**src/rtl/btn_led_ctrl.sv**
```systemverilog
// btn_led_ctrl: sequences the codec-fix stage (go/rdy), debounces its
// sampled button, classifies presses as short/long and drives its LED.
//
// Ports:
//   clk, rst_n   clock, asynchronous active-low reset
//   btn          sampled button, 0 = pressed
//   rdy          codec-fix stage idle
//   go           one-cycle codec-fix start
//   led          LED drive, 1 = on
//   fix_req      single-cycle request for another codec fix
//   fix_busy     high while a fix is pending or running
//   led_mode     00 off, 01 on, 10 slow blink, 11 fast blink
//   btn_pressed  debounced level, 1 = pressed
//   btn_short    one-cycle pulse on release of a short press
//   btn_long     one-cycle pulse when a hold reaches LONG_TICKS
//
// Optional build macro: BTN_LED_CTRL_ACK_EN -- every short/long event
// inverts the LED for 16 ticks as an acknowledgement.
module btn_led_ctrl #(
  parameter int unsigned TICK_W     = 14,
  parameter int unsigned DB_TICKS   = 4,
  parameter int unsigned LONG_TICKS = 96,
  parameter int unsigned AUTO_FIX   = 1
) (
  input  logic       clk,
  input  logic       rst_n,
  input  logic       btn,
  input  logic       rdy,
  output logic       go,
  output logic       led,
  input  logic       fix_req,
  output logic       fix_busy,
  input  logic [1:0] led_mode,
  output logic       btn_pressed,
  output logic       btn_short,
  output logic       btn_long
);

  localparam int unsigned DB_W    = 4;
  localparam int unsigned HOLD_W  = 8;
  localparam int unsigned BLINK_W = 8;

  localparam logic [DB_W-1:0]   DB_LIMIT  = DB_W'(DB_TICKS);
  localparam logic [HOLD_W-1:0] HOLD_LONG = HOLD_W'(LONG_TICKS);
  localparam logic [HOLD_W-1:0] HOLD_MAX  = '1;

  typedef enum logic [2:0] {
    ST_BOOT    = 3'd0,
    ST_GO      = 3'd1,
    ST_WAIT_LO = 3'd2,
    ST_WAIT_HI = 3'd3,
    ST_RUN     = 3'd4
  } state_e;

  state_e              state_q, state_d;
  logic                go_q, go_d;
  logic                fix_busy_q, fix_busy_d;
  logic                pending_q, pending_d;
  logic [TICK_W-1:0]   presc_q, presc_d;
  logic [DB_W-1:0]     db_cnt_q, db_cnt_d;
  logic                pressed_q, pressed_d;
  logic [HOLD_W-1:0]   hold_q, hold_d;
  logic                long_done_q, long_done_d;
  logic                short_q, short_d;
  logic                long_q, long_d;
  logic [BLINK_W-1:0]  blink_q, blink_d;
  logic                led_q, led_d;

  logic tick_c;
  logic run_c;
  logic sample_c;
  logic mode_led_c;
  logic ack_inv_c;

  assign tick_c   = &presc_q;
  assign run_c    = (state_q == ST_RUN);
  assign sample_c = ~btn;

  // Sequencer next state; a pending request is consumed when a fix starts
  always_comb begin
    state_d    = state_q;
    pending_d  = pending_q | fix_req;
    go_d       = 1'b0;
    fix_busy_d = 1'b1;
    case (state_q)
      ST_BOOT: begin
        if (AUTO_FIX == 0)  state_d = ST_RUN;
        else if (rdy)       state_d = ST_GO;
      end
      ST_GO:      state_d = ST_WAIT_LO;
      ST_WAIT_LO: if (!rdy) state_d = ST_WAIT_HI;
      ST_WAIT_HI: if (rdy)  state_d = ST_RUN;
      ST_RUN:     if (pending_q && rdy) state_d = ST_GO;
      default:    state_d = ST_BOOT;
    endcase
    if ((state_d == ST_GO) && (state_q != ST_GO)) pending_d = 1'b0;
    go_d       = (state_d == ST_GO);
    fix_busy_d = (state_d != ST_RUN);
  end

  // Debounce and press classification; frozen outside RUN (btn is stale)
  always_comb begin
    presc_d     = presc_q + TICK_W'(1);
    db_cnt_d    = db_cnt_q;
    pressed_d   = pressed_q;
    hold_d      = hold_q;
    long_done_d = long_done_q;
    short_d     = 1'b0;
    long_d      = 1'b0;
    if (tick_c && run_c) begin
      if (sample_c == pressed_q) begin
        db_cnt_d = '0;
      end else if ((db_cnt_q + DB_W'(1)) == DB_LIMIT) begin
        pressed_d = ~pressed_q;
        db_cnt_d  = '0;
      end else begin
        db_cnt_d = db_cnt_q + DB_W'(1);
      end

      if (!pressed_q && pressed_d) begin
        hold_d      = '0;
        long_done_d = 1'b0;
      end else if (pressed_q && !pressed_d) begin
        short_d = ~long_done_q;
      end else if (pressed_q && (hold_q != HOLD_MAX)) begin
        hold_d = hold_q + HOLD_W'(1);
        if ((hold_q + HOLD_W'(1)) == HOLD_LONG) begin
          long_d      = 1'b1;
          long_done_d = 1'b1;
        end
      end
    end
  end

`ifdef BTN_LED_CTRL_ACK_EN
  localparam int unsigned ACK_W = 8;
  localparam logic [ACK_W-1:0] ACK_RELOAD = ACK_W'(16);

  logic [ACK_W-1:0] ack_q, ack_d;

  // Acknowledge counter: reload on any event, count down per tick
  always_comb begin
    ack_d = ack_q;
    if (short_d || long_d)               ack_d = ACK_RELOAD;
    else if (tick_c && (ack_q != '0))    ack_d = ack_q - ACK_W'(1);
  end

  always_ff @(posedge clk or negedge rst_n) begin
    if (!rst_n) ack_q <= '0;
    else        ack_q <= ack_d;
  end

  assign ack_inv_c = (ack_q != '0);
`else
  assign ack_inv_c = 1'b0;
`endif

  // LED source and blink counter; led holds its value outside RUN
  always_comb begin
    blink_d = tick_c ? (blink_q + BLINK_W'(1)) : blink_q;
    case (led_mode)
      2'b00:   mode_led_c = 1'b0;
      2'b01:   mode_led_c = 1'b1;
      2'b10:   mode_led_c = blink_q[7];
      default: mode_led_c = blink_q[5];
    endcase
    led_d = led_q;
    if (run_c) led_d = mode_led_c ^ ack_inv_c;
  end

  // State registers
  always_ff @(posedge clk or negedge rst_n) begin
    if (!rst_n) begin
      state_q     <= ST_BOOT;
      go_q        <= 1'b0;
      fix_busy_q  <= 1'b1;
      pending_q   <= 1'b0;
      presc_q     <= '0;
      db_cnt_q    <= '0;
      pressed_q   <= 1'b0;
      hold_q      <= '0;
      long_done_q <= 1'b0;
      short_q     <= 1'b0;
      long_q      <= 1'b0;
      blink_q     <= '0;
      led_q       <= 1'b0;
    end else begin
      state_q     <= state_d;
      go_q        <= go_d;
      fix_busy_q  <= fix_busy_d;
      pending_q   <= pending_d;
      presc_q     <= presc_d;
      db_cnt_q    <= db_cnt_d;
      pressed_q   <= pressed_d;
      hold_q      <= hold_d;
      long_done_q <= long_done_d;
      short_q     <= short_d;
      long_q      <= long_d;
      blink_q     <= blink_d;
      led_q       <= led_d;
    end
  end

  assign go          = go_q;
  assign fix_busy    = fix_busy_q;
  assign btn_pressed = pressed_q;
  assign btn_short   = short_q;
  assign btn_long    = long_q;
  assign led         = led_q;

endmodule

```
**config.mk**
```make
export PLATFORM = sky130hd
export DESIGN_NAME = btn_led_ctrl
export DESIGN_NICKNAME = d
export VERILOG_FILES = /design/src/rtl/btn_led_ctrl.sv
export SDC_FILE = /design/constraint.sdc
export NUM_CORES = 1
export LEC_CHECK = 0
export ABC_CLOCK_PERIOD_IN_PS = 2500
export CORE_UTILIZATION = 30
export CTS_CLUSTER_SIZE = 14
export DETAILED_ROUTE_END_ITERATION = 8
export PLACE_DENSITY = 0.51
export SLEW_MARGIN = 20
export SYNTH_ARGS = -nofsm -noshare
export SYNTH_HDL_FRONTEND = slang
export SYNTH_SLANG_ARGS = --single-unit
```
**constraint.sdc**
```tcl
create_clock -name clk -period 2.5 [get_ports clk]
set_input_delay 0.5 -clock clk [delete_from_list [all_inputs] [get_ports clk]]
set_output_delay 0.5 -clock clk [all_outputs]
set_load 0.01 [all_outputs]
```
== Word-level counts from Yosys, hierarchy flattened ==
Index checks and enable logic that the tools add are counted.

* Bits in registers: 45
* Input port bits: 7
* Output and inout port bits: 6
* Logic and storage cells: 77

* Add/sub/neg operators: 4
* Equal/unequal tests: 14
* Muxes and demuxes: 27
* Bitwise logic cells: 4
* Reduce and logical (&&, ||, !) cells: 15

{| class="wikitable"
|+ Operators by type and width
! kind !! number
|-
| $mux W8 || 3
|-
| $add A8 B1 Y8 const B || 2
|-
| $mux W1 || 16
|-
| $pmux W3 S5 || 1
|-
| $add A14 B1 Y14 const B || 1
|-
| $reduce_and A14 Y1 || 1
|-
| $mux W3 || 4
|-
| $eq A8 B7 Y1 const B || 1
|-
| $mux W4 || 2
|-
| $ne A8 B8 Y1 const B || 1
|-
| $eq A3 B1 Y1 const B || 2
|-
| $eq A3 B2 Y1 const B || 2
|-
| $logic_and A1 B1 Y1 || 6
|-
| $add A4 B1 Y4 const B || 1
|-
| $eq A4 B3 Y1 const B || 1
|-
| $reduce_and A4 Y1 || 1
|-
| $reduce_bool A2 Y1 || 2
|-
| $eq A3 B3 Y1 const B || 1
|-
| $logic_not A3 Y1 || 1
|-
| $ne A3 B1 Y1 const B || 1
|-
| $ne A3 B3 Y1 const B || 1
|-
| $not A1 Y1 || 3
|-
| $pmux W1 S3 || 1
|-
| $reduce_and A3 Y1 || 1
|-
| other kinds (7) || 8
|}

== Depth between registers and ports, before layout ==
Gate-level depths: netlist of run 1.

* Depth after elaboration: 10
* Gate-level depth with buffers: 7
* Depth with buffers taken out: 6

== Least setup slack after synthesis of run 1 ==
Ideal clock, no wire load.

* Kind: reg-to-reg
* Start point: register db_cnt_q[0]
* End point: register hold_q[3]
* Library setup time: 0.126 ns
* Arrival: 1.840 ns
* Data required time: 2.374 ns
* Setup slack: 0.534 ns
* Cell stages (with the launch flop): 6
* Buffers on the path: 0
* Period minus slack after synthesis: 1.966 ns
* Path through: dfrtp_1 ha_1 nor4b_4 o21ai_1 a211o_4 a221o_1

* Cells in the longest elaborated chain, start to end: 9
* Elaborated cells on any way between the ends: 12
* Those cells by class: 1 x add/sub; 2 x eq/ne; 4 x mux; 5 x reduce/logical

{| class="wikitable"
|+ RTL lines
! what !! RTL line !! source
|-
| from (decl) || 60 || <nowiki>logic [DB_W-1:0] db_cnt_q, db_cnt_d;</nowiki>
|-
| from (signal assigned) || 193 || <nowiki>db_cnt_q <= db_cnt_d;</nowiki>
|-
| $add A4 B1 Y4 * || 113 || <nowiki>end else if ((db_cnt_q + DB_W'(1)) == DB_LIMIT) begin</nowiki>
|-
| $eq A4 B3 Y1 * || 113 ||
|-
| $mux W1 * || 113 ||
|-
| $mux W1 * || 111 || <nowiki>if (sample_c == pressed_q) begin</nowiki>
|-
| $mux W1 * || 110 || <nowiki>if (tick_c && run_c) begin</nowiki>
|-
| $logic_not A1 Y1 || 123 || <nowiki>end else if (pressed_q && !pressed_d) begin</nowiki>
|-
| $logic_and A1 B1 Y1 || 123 ||
|-
| $ne A2 B2 Y1 (no line) || - ||
|-
| $reduce_and A3 Y1 (no line) || - ||
|-
| to (signal assigned) || 195 || <nowiki>hold_q <= hold_d;</nowiki>
|-
| to (decl) || 62 || <nowiki>logic [HOLD_W-1:0] hold_q, hold_d;</nowiki>
|}

Every way passes the cells marked *; elsewhere a longest branch is shown, timed or not. The select of a mux whose other input is x is not followed.
A chain may end at the register's enable or synchronous reset.

== Worst setup path after layout of run 1 ==
* Start point: register db_cnt_q[0]
* End point: register hold_q[2]

The elaborated chain is that of the path after synthesis.

==> results.md, run 1 <==
| Metric | Reported | Unit |
|:---|:---|:---|
| Worst slew margin | 61.7 | % |
| Number of enable-type register cells in the synthesized netlist | 0 | - |
| Insertion delay of the later-clocked pin in the worst-skew pair | 0.30 | ns |
| Clock buffer depth | 2 | - |
| Skew final | 0.0116 | ns |
| Via count of the first global-routing pass | 1524 | - |
| Placed cell area | 2420 | µm² |
| Share of synthesized registers carrying an async set or reset | 100 | % |
| Required time of the critical path | 2.70 | ns |
| Fraction of the cycle the final worst path needs | 85.1 | % |
| Clock root cell | sky130_fd_sc_hd__clkbuf_8 | - |
| Leading register cell type out of synthesis | sky130_fd_sc_hd__dfrtp_1 | - |
| Register cell area after layout | 1130 | µm² |
| Result of the run | finished clean | - |
| Global-route wire length before repair | 7110 | µm |
| Synthesized area per cell | 10.7 | µm² |
| Critical-path maximum fanout | 7 | - |
| IO Port Bufs | 12 | - |
| Max-slew violation count | 0 | - |
| Most common cell after layout, fill and taps aside | sky130_fd_sc_hd__dfrtp_1 | - |
| RD Place Congestion | 0.773 | - |
| Post-DR vias/cell | 4.92 | - |
| Cell type group with the largest total delay on the critical path | compound AO/OA/AOI/OAI gates | - |
| Fraction of final layout cells sized beyond drive strength 1 | 8.04 | % |
| Effective utilization at floorplan | 31.7 | % |
| Number of primary I/O pins | 13 | - |
| CP Cell Sequence | ha_1 > nor4b_4 > o21ai_1 > a211o_4 > a221o_1 | - |
| End of the worst register-to-register path | hold_q[2] | - |
| Largest voltage drop on the vdd net | 0.182 | mV |
| Violation count after the first detailed-route iteration | 65 | - |
| Maximum number of pins on one net before global-route repair | 46 | - |
| Hold Buf Count CTS | 0 | - |
| Setup TNS | 0 | ns |
| Internal power | 0.00105 | W |
| Post-Synthesis Net Count | 217 | - |
| Count of state elements after synthesis | 45 | - |
| TritonCTS buffer count | 5 | - |
| Antenna violation net count after detailed routing | 0 | - |
| Setup repair after global routing missed its margin | no | - |
| Clock-pin slew reported for the worst setup and hold paths after clock tree synthesis | 0.09 | ns |
| Portion of the post-synthesis area used by sequential elements | 51.5 | % |
| WL/cell | 12.8 | µm |
| Proportion of synthesized area in mux cells | 0 | % |
| HPWL Detailed | 2830 | µm |
| Flop-to-flop setup slack | 0.37 | ns |
| Share of total power in sequential cells | 57.8 | % |
| Leakage Power | 1.06 | nW |
| Xor/xnor share of the synthesized area | 8.81 | % |
| Clock tree sinks | 45 | - |
| Critical path's largest stage delay | 0.46 | ns |
| Share of total power in the clock network | 31.5 | % |
| Total die area | 7640 | µm² |
| Chip width | 87.4 | µm |
| Hold Fails Final Rpt | 0 | - |
| Number of inserted diodes | 0 | - |
| Area occupied by multi-input gates | 1020 | µm² |
| Max-cap viol count | 0 | - |
| Path depth of the worst reg2reg path | 5 | - |
| Num rows | 30 | - |
| Kind of critical path | register to register | - |
| Number of vias in the routed layout | 1574 | - |
| # resized after CTS | 0 | - |
| Finished Cell Area | 2500 | µm² |
| Number of unique standard cell types used by synthesis | 48 | - |
| Net Sw Power | 0.000352 | W |
| H-tree Lvls | 2 | - |
| CTS tree | built | - |
| Class of the most critical hold timing path | input port to async pin | - |
| Setup-violating endpoint count in the final report | 0 | - |
| Critical Path End Type | register | - |
| Fraction of power spent switching nets | 25.0 | % |
| Most frequent cells in the layout | sky130_fd_sc_hd__dfrtp_1 (44), sky130_fd_sc_hd__nand2_1 (21), sky130_fd_sc_hd__nand3_1 (15), sky130_fd_sc_hd__xnor2_1 (15) | - |
| Post-CTS setup buffer count | 0 | - |
| Core area | 6910 | µm² |
| Pre-antenna DRT Iters | 4 | - |
| Nets | 235 | - |
| Compound-cell area share of the yosys netlist | 12.2 | % |
| Antenna violations before repair | 0 | - |
| Highest attainable clock frequency | 0.470 | GHz |
| Congestion Overflow GR | 0 | - |
| Global router's overall resource usage | 12.1 | % |
| Critical path buffers and inverters | 0 | - |
| Instance count of the mapped netlist | 205 | - |
| CP max stage cell | sky130_fd_sc_hd__dfrtp_1 | - |
| Reg-to-reg critical path startpoint | db_cnt_q[0] | - |
| Critical Path AT | 2.32 | ns |
| Minimum clock period after layout | 2.13 | ns |
| Synth Area in Adders | 2.86 | % |
| Synth-to-Final Area Change | 14.1 | % |
| Total power density per cell area | 563 | nW/µm² |
| Chip Height | 87.4 | µm |
| Startpoint class of the critical path | register | - |
| Main combinational cell family by area after synthesis | simple AND/OR/NAND/NOR gates | - |
| Overall routed net length | 4090 | µm |
| Number of synthesis warnings | 0 | - |
| Simple-gate portion of the synthesized area | 22.8 | % |
| Number of fill cells | 723 | - |
| Combinational cell fraction of total power | 10.6 | % |
| Actual slew at the worst max-slew pin | 0.574 | ns |
| Number of DRC violations after detailed routing | 0 | - |
| Post-synth design cell area | 2190 | µm² |
power groups by stage:
| stage | logic, W | clock network [W] | registers (W) |
|---|---|---|---|
| after global routing | 0.000170 | 0.000497 | 0.000820 |
| after global placement | 0.000153 | 0 | 0.000827 |
| after CTS | 0.000154 | 0.000462 | 0.000813 |
| final | 0.000149 | 0.000443 | 0.000812 |
| after detailed placement | 0.000154 | 0 | 0.000827 |
| after floorplan | 0.0000706 | 0 | 0.000829 |
metal layers:
layer	track usage, %	up-vias	wire length [µm]
met5	0	-	0
met3	2.84	7	116
met4	4.92	0	59
met1	16.5	772	2080
met2	18.4	17	1830
li1	-	778	-
sequential cells by signal (all words and copies together) (netlist names):
signal,count
state_q,3
led,1
db_cnt_q,4
btn_short,1
btn_long,1
fix_busy,1
btn_pressed,1
pending_q,1
presc_q,14
hold_q,8
long_done_q,1
blink_q,8
go,1
worst max path at each step:
stage | slack (ns) | cells after the start | end | from
final | 0.37 | 5 | hold_q[2] | db_cnt_q[0]
after global routing | 0.24 | 6 | hold_q[0] | presc_q[0]
after CTS | 0.36 | 6 | hold_q[0] | presc_q[0]
after detailed placement | 0.31 | 4 | hold_q[6] | btn
after global placement | 0.36 | 4 | hold_q[2] | btn
after floorplan | 0.53 | 5 | hold_q[3] | db_cnt_q[0]
cells in the mapped netlist, types with 2 or more instances:
cell type / n / share of area, %
sky130_fd_sc_hd__dfrtp_1: 44 / 50
sky130_fd_sc_hd__nor2b_1: 3 / 0.86
sky130_fd_sc_hd__a22o_1: 2 / 0.80
sky130_fd_sc_hd__and3_1: 3 / 0.86
sky130_fd_sc_hd__ha_1: 5 / 2.9
sky130_fd_sc_hd__nor4b_1: 2 / 0.80
sky130_fd_sc_hd__nand3_1: 15 / 3.4
sky130_fd_sc_hd__xnor2_1: 15 / 6.0
sky130_fd_sc_hd__a221o_1: 3 / 1.4
sky130_fd_sc_hd__inv_1: 5 / 0.86
sky130_fd_sc_hd__and2_1: 2 / 0.57
sky130_fd_sc_hd__nand2b_1: 3 / 0.86
sky130_fd_sc_hd__and4_1: 6 / 2.4
sky130_fd_sc_hd__nand4_1: 5 / 1.4
sky130_fd_sc_hd__xor2_1: 7 / 2.8
sky130_fd_sc_hd__nand2_1: 21 / 3.6
sky130_fd_sc_hd__o21ai_0: 12 / 2.7
sky130_fd_sc_hd__o31ai_1: 2 / 0.69
sky130_fd_sc_hd__or3_1: 4 / 1.1
sky130_fd_sc_hd__or2_2: 2 / 0.57
sky130_fd_sc_hd__nor3_1: 4 / 0.91
sky130_fd_sc_hd__nor2_1: 12 / 2.1
sky130_fd_sc_hd__a21oi_1: 3 / 0.69
stage by stage:
stage	instances	power [W]	utilization [%]	hold slack [ns]	worst slack [ns]
after floorplan	205	0.000899	-	0.204	0.534
after global placement	312	0.000980	35.0	0.435	0.362
after detailed placement	312	0.000981	35.0	0.430	0.310
after CTS	320	0.00143	36.1	0.299	0.362
after global routing	320	0.00149	36.1	0.331	0.238
final	320	0.00140	36.1	0.274	0.371
kinds of logic after synthesis:
family	after synthesis
AOI/OAI and AO/OA	36
xor gates and xnor gates	22
adders and majority gates	5
buffers and inverters	8
DFF	45
and+or+nand+nor	89
layout make-up:
type	count	share of cell area [%]
Clock buffer	8	3.21
Inverter	5	0.752
Tap cell	96	4.81
Timing Repair Buffer	14	5.21
Sequential cell	45	45.2
Multi-Input combinational cell	152	40.9
(Power assumes the default switching activity.)
==> run 2, diff against run 1 <==
ABC_CLOCK_PERIOD_IN_PS = 1800   (was 2500)
CORE_UTILIZATION = 50   (was 30)
PLACE_DENSITY = 0.76   (was 0.51)
clock period = 1.8 ns   (was 2.5 ns; I/O delays follow)
==> run 2 against run 1 <==
  * The run now ends with setup timing left
  * Global-route usage up 9.9 points
  * First-iteration DRC count is 83% higher
  * Combinational power grew 73%
  * Critical endpoint unchanged
  * Worst setup slack worse by 0.50 ns
==> results.md, run 2 (same netlist as run 1, synthesis figures left out) <==
| Metric | Reported | Unit |
|:---|:---|:---|
| Number of DRC violations after detailed routing | 0 | - |
| TritonCTS buffer count | 5 | - |
| Setup TNS | -0.752 | ns |
| Skew final | 0.00216 | ns |
| Critical-path maximum fanout | 7 | - |
| Clock-pin slew reported for the worst setup and hold paths after clock tree synthesis | 0.08 | ns |
| Number of primary I/O pins | 13 | - |
| Chip width | 68.2 | µm |
| Insertion delay of the later-clocked pin in the worst-skew pair | 0.30 | ns |
| Class of the most critical hold timing path | input port to async pin | - |
| Overall routed net length | 4490 | µm |
| PnR worst setup slack | -0.128 | ns |
| Synth-to-Final Area Change | 24.8 | % |
| Minimum clock period after layout | 1.93 | ns |
| Via count of the first global-routing pass | 1679 | - |
| RD Place Congestion | 0.862 | - |
| Hold Fails Final Rpt | 0 | - |
| Setup repair after global routing missed its margin | yes | - |
| Global router's overall resource usage | 22.0 | % |
| Most frequent cells in the layout | sky130_fd_sc_hd__dfrtp_1 (44), sky130_fd_sc_hd__buf_4 (34), sky130_fd_sc_hd__nand2_1 (21) | - |
| Core area | 4090 | µm² |
| Registers with the most flip-flops | presc_q (14), blink_q (8), hold_q (8) | - |
| Total die area | 4650 | µm² |
| Leakage Power | 1.23 | nW |
| Kind of critical path | register to register | - |
| Hold Slack | 0.115 | ns |
| H-tree Lvls | 2 | - |
| Setup-violating endpoint count in the final report | 11 | - |
| HPWL Detailed | 3160 | µm |
| Largest voltage drop on the vdd net | 0.605 | mV |
| CTS tree | built | - |
| Flop-to-flop setup slack | -0.13 | ns |
| Register bank with the most flops | presc_q | - |
| Actual slew at the worst max-slew pin | 0.550 | ns |
| IO Port Bufs | 12 | - |
| Clock tree sinks | 45 | - |
| Chip Height | 68.2 | µm |
| Total power density per cell area | 726 | nW/µm² |
| Violated checks | setup timing | - |
| Num rows | 23 | - |
| Fraction of the cycle the final worst path needs | 107 | % |
| Post-DR vias/cell | 5.56 | - |
| Effective utilization at floorplan | 53.6 | % |
| Pre-antenna DRT Iters | 4 | - |
| Maximum number of pins on one net before global-route repair | 46 | - |
| Antenna violations before repair | 0 | - |
| Post-Route Utilization | 66.8 | % |
| Clock buffer depth | 2 | - |
| Hold Buf Count CTS | 0 | - |
| Global-route wire length before repair | 7380 | µm |
| Clock root cell | sky130_fd_sc_hd__clkbuf_8 | - |
| Nets | 267 | - |
| Most common cell after layout, fill and taps aside | sky130_fd_sc_hd__dfrtp_1 | - |
| Critical Path AT | 2.12 | ns |
| Highest attainable clock frequency | 0.519 | GHz |
| Required time of the critical path | 1.99 | ns |
| Result of the run | finished with violations | - |
| WL/cell | 14.7 | µm |
| Number of flip-flops in the largest register | 14 | - |
| Number of inserted diodes | 0 | - |
| Violation count after the first detailed-route iteration | 119 | - |
| Max-cap viol count | 0 | - |
| Max-slew violation count | 0 | - |
| Critical Path End Type | register | - |
| Worst slew margin | 63.4 | % |
| Fraction of final layout cells sized beyond drive strength 1 | 24.2 | % |
| Startpoint class of the critical path | register | - |
| Post-CTS setup buffer count | 0 | - |
| Number of vias in the routed layout | 1702 | - |
| Placement-stage worst setup slack | -0.109 | ns |
| Antenna violation net count after detailed routing | 0 | - |
| Congestion Overflow GR | 0 | - |
-- run 2: worst max-delay path, cell delays in order (launching register included) --
cell	delay [ns]
sky130_fd_sc_hd__dfrtp_1	0.44
sky130_fd_sc_hd__buf_4	0.15
sky130_fd_sc_hd__buf_4	0.10
sky130_fd_sc_hd__ha_1	0.18
sky130_fd_sc_hd__nor2b_2	0.17
sky130_fd_sc_hd__o21ai_2	0.08
sky130_fd_sc_hd__a211o_4	0.37
sky130_fd_sc_hd__a221o_1	0.32
-- run 2: area by class of cell --
class	count	area (µm²)
clock buffer	6	72.6
inverter	5	18.8
timing repair buffer	46	370
tap	50	62.6
sequential	45	1130
clock inverter	2	10.0
fill	328	1360
multi-input combinational	152	1070
-- run 2: per-layer routing --
layer	wire, µm	global-route usage [%]
met5	0	0
met1	2080	27.9
met4	106	12.2
met2	2190	35.2
met3	119	4.17
-- run 2: where the power goes --
group          internal, W  switching (W)
combinational     0.000131       0.000126
sequential         0.00108      0.0000402
clock             0.000269       0.000334
total              0.00148       0.000501
-- run 2: worst paths after layout --
kind	end	cells after the start	startpoint
worst min-delay path	hold_q[6]	2	rst_n
worst min register to register	btn_short	1	long_done_q
min in group clk	btn_short	1	long_done_q
worst max register to register	hold_q[2]	7	db_cnt_q[0]
worst max-delay path	hold_q[2]	7	db_cnt_q[0]
max in group asynchronous	state_q[2]	2	rst_n
-- run 2: timing repair --
item,CTS,global route
gates resized for setup,4,4
hold endpoints to repair,0,0
endpoints found under the setup margin,9,16
pin swaps,5,1
-- run 2: through the flow --
step / power [W] / cells / instance area [µm²]
floorplan: 0.00125 / 205 / 2200
global placement: 0.00139 / 298 / 2610
detailed placement: 0.00140 / 298 / 2610
CTS: 0.00200 / 306 / 2710
global route: 0.00207 / 306 / 2730
finish: 0.00198 / 306 / 2730
